File: config.mk
export PLATFORM = sky130hd
export DESIGN_NAME = sr_seq_shifter
export DESIGN_NICKNAME = d
export VERILOG_FILES = /design/src/rtl/sr_seq_shifter.sv
export SDC_FILE = /design/constraint.sdc
export NUM_CORES = 1
export LEC_CHECK = 0
export ABC_AREA = 1
export BUFFER_PORTS_ARGS = -buffer_cell sky130_fd_sc_hd__buf_2
export CAP_MARGIN = 10
export CELL_PAD_IN_SITES_DETAIL_PLACEMENT = 1
export CELL_PAD_IN_SITES_GLOBAL_PLACEMENT = 1
export CORE_AREA = 2 2 96 98
export DETAILED_ROUTE_END_ITERATION = 6
export DIE_AREA = 0 0 98 100
export HOLD_SLACK_MARGIN = 0.06
export PLACE_DENSITY = 0.78
export SLEW_MARGIN = 20
export SYNTH_ARGS = -nofsm -noshare
export SYNTH_HDL_FRONTEND = slang
export SYNTH_SLANG_ARGS = --single-unit
File: constraint.sdc
create_clock -name clock -period 1.6 [get_ports clock]
set_input_delay 0.08 -clock clock [delete_from_list [all_inputs] [get_ports clock]]
set_output_delay 0.08 -clock clock [all_outputs]
set_load 0.01 [all_outputs]
File: src/rtl/sr_seq_shifter.sv
`default_nettype none
// ============================================================================
// Module      : sr_seq_shifter
// Description : Multi-cycle right shifter (logical or arithmetic) with a
//               start / result-ready handshake. Operands are captured when a
//               start is accepted in IDLE. The result appears after a
//               shift-amount-dependent number of cycles and is held until the
//               next result is produced.
//
// Ports       : clock          - rising-edge clock
//               reset          - synchronous, active-high reset
//               ctrl_start     - start request, sampled only while idle
//               data_in        - operand, captured on accepted start
//               ctrl_shiftamt  - shift amount, captured on accepted start
//               ctrl_arith     - 1 = sign fill, 0 = zero fill; captured
//               data_out       - last completed result, held between ops
//               data_resultRDY - one-cycle pulse when data_out is new
//               busy           - high while an operation is in flight
//
// Options     : SR_SHIFT_BY_FOUR_EN - when defined, shift by 4 per cycle while
//               the remaining count is >= 4, otherwise by 1. Results are
//               bit-identical; only the latency changes.
//
// Revision    : 1.0 - initial release
// ============================================================================
module sr_seq_shifter #(
    parameter int WIDTH   = 32,
    parameter int SHAMT_W = 5
) (
    input  logic               clock,
    input  logic               reset,
    input  logic               ctrl_start,
    input  logic [WIDTH-1:0]   data_in,
    input  logic [SHAMT_W-1:0] ctrl_shiftamt,
    input  logic               ctrl_arith,
    output logic [WIDTH-1:0]   data_out,
    output logic               data_resultRDY,
    output logic               busy
);

    localparam logic [0:0] c_ST_IDLE  = 1'b0;
    localparam logic [0:0] c_ST_SHIFT = 1'b1;

    logic [0:0]         r_state;
    logic [WIDTH-1:0]   r_shreg;
    logic [SHAMT_W-1:0] r_count;
    logic               r_fill;
    logic [WIDTH-1:0]   r_data_out;
    logic               r_rdy;

    logic [WIDTH-1:0]   w_shreg_next;
    logic [SHAMT_W-1:0] w_count_next;

`ifdef SR_SHIFT_BY_FOUR_EN
    // Coarse steps of 4 while enough shift remains, then finish bit by bit.
    logic w_step4;
    assign w_step4 = (r_count >= SHAMT_W'(4));

    always_comb begin
        w_shreg_next = {r_fill, r_shreg[WIDTH-1:1]};
        w_count_next = r_count - SHAMT_W'(1);
        if (w_step4) begin
            w_shreg_next = {{4{r_fill}}, r_shreg[WIDTH-1:4]};
            w_count_next = r_count - SHAMT_W'(4);
        end
    end
`else
    always_comb begin
        w_shreg_next = {r_fill, r_shreg[WIDTH-1:1]};
        w_count_next = r_count - SHAMT_W'(1);
    end
`endif

    always_ff @(posedge clock) begin
        if (reset) begin
            r_state    <= c_ST_IDLE;
            r_shreg    <= '0;
            r_count    <= '0;
            r_fill     <= 1'b0;
            r_data_out <= '0;
            r_rdy      <= 1'b0;
        end else begin
            r_rdy <= 1'b0;
            case (r_state)
                c_ST_IDLE: begin
                    if (ctrl_start) begin
                        r_shreg <= data_in;
                        r_count <= ctrl_shiftamt;
                        // Fill bit is fixed at capture time: the operand sign
                        // for arithmetic shifts, zero for logical shifts.
                        r_fill  <= ctrl_arith & data_in[WIDTH-1];
                        r_state <= c_ST_SHIFT;
                    end
                end
                c_ST_SHIFT: begin
                    if (r_count == '0) begin
                        r_data_out <= r_shreg;
                        r_rdy      <= 1'b1;
                        r_state    <= c_ST_IDLE;
                    end else begin
                        r_shreg <= w_shreg_next;
                        r_count <= w_count_next;
                    end
                end
                default: r_state <= c_ST_IDLE;
            endcase
        end
    end

    assign data_out       = r_data_out;
    assign data_resultRDY = r_rdy;
    assign busy           = (r_state == c_ST_SHIFT);

endmodule
`default_nettype wire

# [Word-level counts from Yosys, hierarchy flattened]
# Cells that the tools add are included.
[word_totals] romBits=0 ramBits=0 ff_bits=72 output_inout_bits=34 elab_cells=26 mem_count=0 latchBits=0
[classes] mux=10 n_lt_le_gt_ge=0 n_eq_ne=2 reduce_logical=5 n_bitwise=2 mul=0 n_shift=0 n_addsub=1 div_mod_pow=0
[ops] op="$mux 32" count=2
[ops] op="$pmux 32 s2" count=1
[ops] op="$mux 5" count=2
[ops] op="$pmux 5 s2" count=1
[ops] op="$reduce_and 2->1" count=3
[ops] op="$logic_not 5->1" count=1
[ops] op="$sub 5x1->5 const B" count=1
[ops] op="$ne 2x2->1 const B" count=2
[ops] op="$mux 1" count=3
[ops] op="$pmux 1 s2" count=1
[ops] op="$reduce_or 2->1" count=1
[ops] op="$and 1x1->1" count=1
[ops] op="$not 1->1" count=1

# [Logic depth before layout (Yosys ltp)]
[logic_depth] depth_word=3 ltp_mapped=9 ltp_nobuf=9

# [Worst setup path after synthesis]
# OpenSTA, ideal clock, no wires.
[synth_path] path_kind="register to register" from="register r_count[0]" to="register r_shreg[5]" stages_incl_launch_ff=9 setup_ns=0.115 t_arrival_ns=1.198 synth_period_minus_slack_ns=1.313 setup_slack_ns=0.287 path_cell_list="dfxtp_1 inv_1 ha_1 nand3_1 buf_4 buf_4 nand3_1 nand2_1 nor2_1"
[synth_via] elab_chain_cells=3
[synth_rtl] item="from (decl)" line_no="46" source="logic [SHAMT_W-1:0] r_count;"
[synth_rtl] item="from (signal assigned)" line_no="88" source="r_count <= ctrl_shiftamt;"
[synth_rtl] item="from (signal assigned)" line_no="102" source="r_count <= w_count_next;"
[synth_rtl] item="$logic_not 5->1" line_no="96" source="if (r_count == '0) begin"
[synth_rtl] item="$ne 2x2->1 (no line)"
[synth_rtl] item="$reduce_and 2->1 (no line)"
[synth_rtl] item="to (signal assigned)" line_no="87" source="r_shreg <= data_in;"
[synth_rtl] item="to (signal assigned)" line_no="101" source="r_shreg <= w_shreg_next;"
[synth_rtl] item="to (decl)" line_no="45" source="logic [WIDTH-1:0] r_shreg;"
# No other way between the ends.
# A chain may end at the register's enable or synchronous reset.

# [Worst setup path after layout]
[layout_path] from="register r_count[0]" to="register r_shreg[8]"
# The elaborated chain is that of the path after synthesis.

==> results.json <==
{
  "wl_mm": 8.95,
  "slew_viol_final": 0,
  "final_cell_mix": "nand2_1 (147), buf_2 (74), dfxtp_1 (71)",
  "synth_top_family_by_area": "simple AND/OR/NAND/NOR gates",
  "drc": 0,
  "place_inst": 620,
  "mostFrequentLayoutCell": "nand2_1",
  "yosys.area_share.adder": 0.00388,
  "finalHoldViolCount": 0,
  "vias_per_cell": 5.05,
  "synthTopCellsByArea": "dfxtp_1 (45%), nand2_1 (17%), nand3_1 (11%)",
  "numCtsBuffers": 9,
  "peakVddDrop_uv": 605,
  "grt_pass1_vias": 3185,
  "period_needed_ns": 1.44,
  "crit_type": "flop to flop",
  "layout.cells.non_filler": 643,
  "worstPathRequired_ns": 1.84,
  "synth_compound_area_frac": 0.138,
  "die_w_um": 98,
  "path_clk_slew_ns": 0.08,
  "die_height_um": 100,
  "clockBufferDepth": 2,
  "antenna_found_initial": 0,
  "arrival_ns": 1.68,
  "cts_tree": "yes",
  "clock-sinks": 72,
  "worst_slew_pin_slew_ns": 0.444,
  "htree_levels": 3,
  "max_slew_margin": 0.704,
  "ys_seq_area_frac": 0.447,
  "maxCapViolCount": 0,
  "port_buffers": 74,
  "fmaxAchievable_ghz": 0.695,
  "overflow": 0,
  "insertedDiodeCount": 0,
  "worstSetupEndpointType": "flop",
  "setup_tns_ns": 0,
  "p_per_area_nw_per_um2": 1210,
  "fin_crit_sh": 0.899,
  "vias": 3249,
  "synth_area_sq_um": 3220,
  "synth-xor-area-share": 0,
  "yosys.area_share.simple": 0.336,
  "routabilityCongestion": 0.763,
  "cts_root_buf": "clkbuf_8",
  "finalPower_w": 0.00486,
  "crit_fanout": 13,
  "synth_cell_type_count": 20,
  "synth_area_per_cell_sq_um": 7.08,
  "ys_ff_latch": 72,
  "clock_latency_ns": 0.34,
  "synthMuxAreaShare": 0,
  "io_pins": 75,
  "dp_hpwl_mm": 6.06,
  "wl_per_cell_um": 13.9,
  "syn_nets": 497,
  "syn_to_final_growth_pct": 24.7,
  "setup-violations-final": 0,
  "r2r-start": "r_count[0]",
  "finalClockSkew_ns": 0.0104,
  "yosys_warnings": 0,
  "fin_nets": 569,
  "yosysTopAreaCell": "dfxtp_1",
  "grt_max_degree": 40,
  "hold_start": "data_in[28]",
  "die-area_sq_um": 9800,
  "ant_nets": 0,
  "grt_pass1_wl_mm": 15.2,
  "status": "finished, final reports clean",
  "row_count": 35,
  "initial_core_util": 0.362,
  "grt_use_total": 0.189,
  "hold_class": "input port to flop",
  "drive_gt1_frac": 0.216,
  "critPathLaunchType": "flop",
  "synth_top_area_frac": 0.447,
  "drt_iter0_markers": 77,
  "first_pass_iters": 4,
  "synth_cells": 455,
  "critPathLaunch": "r_count[0]",
  "core_area_sq_um": 8890,
  "leakagePower_nw": 2.03
}
-- timing repair --
action                                 CTS  global route
resized for setup                        0             2
setup buffers                            0             3
endpoints found under the hold margin    4             0
hold buffers                             4             0
setup endpoints to repair                0            34
-- per-layer routing --
layer / share of wire / wire length [um] / track usage / vias up
met2: 0.47 / 4210 / 0.302 / 65
met3: 0.038 / 344 / 0.0348 / 9
met5: 0 / 0 / 0 / -
li1: - / - / - / 1615
met1: 0.48 / 4300 / 0.259 / 1560
met4: 0.011 / 95 / 0.0588 / 0
-- cell type report --
class | instances | area, sq um
Inverter | 11 | 41.3
Multi-Input combinational cell | 336 | 1560
Clock inverter | 4 | 98.8
Tap cell | 111 | 139
Fill cell | 1161 | 4870
Clock buffer | 12 | 155
Timing Repair Buffer | 97 | 582
Sequential cell | 72 | 1440
-- sequential cells by signal, summed over array words and instances (netlist names) --
| name | flops |
|---|---|
| data_out | 32 |
| r_shreg | 32 |
| r_count | 5 |
| busy | 1 |
| data_resultRDY | 1 |
| r_fill | 1 |
-- metrics by stage --
step           instance area [sq um]  hold slack [ns]  utilization  setup slack (ns)
3_5_place_dp                    3690            0.352        0.415            0.0746
2_1_floorplan                   3220            0.149            -             0.287
5_1_grt                         4020           0.0928        0.452          -0.00424
4_1_cts                         3990           0.0629        0.448            0.0529
6_report                        4020           0.0714        0.452             0.161
3_3_place_gp                    3690            0.352        0.415             0.171
-- report_power, final --
| group | internal [W] | switching (W) | total [W] | leakage (nW) |
|---|---|---|---|---|
| Clock | 0.00113 | 0.000691 | 0.00182 | 0.127 |
| Combinational | 0.000381 | 0.000568 | 0.000949 | 1.31 |
| Sequential | 0.00197 | 0.000127 | 0.00209 | 0.591 |
-- worst paths after layout --
kind / end / slack (ns) / depth (start not counted)
setup / recovery: r_shreg[8] / 0.16 / 7
setup reg to reg: r_shreg[8] / 0.16 / 7
hold reg to reg: data_out[27] / 0.46 / 2
hold / removal: r_shreg[28] / 0.07 / 5
-- kinds of logic after synthesis --
logic type,Yosys count
simple gates,262
compound gates,73
flops,72
buf+inv,47
fa+ha+maj,1
-- synthesized netlist by cell type, drive strengths merged --
master    n
nand2   149
nor2     43
inv      11
ha        1
a21boi   32
nand3    70
a21oi    36
dfxtp    72
clkbuf    5
buf      31
o21ai     5
-- critical path, stage by stage, from the launching register on --
cell	delay, ns
dfxtp_1	0.35
inv_1	0.08
ha_1	0.25
nand3_4	0.21
buf_4	0.23
nand3_1	0.11
nand2_1	0.08
nor2_1	0.04
Note: power is estimated with default switching activity, not from simulation.
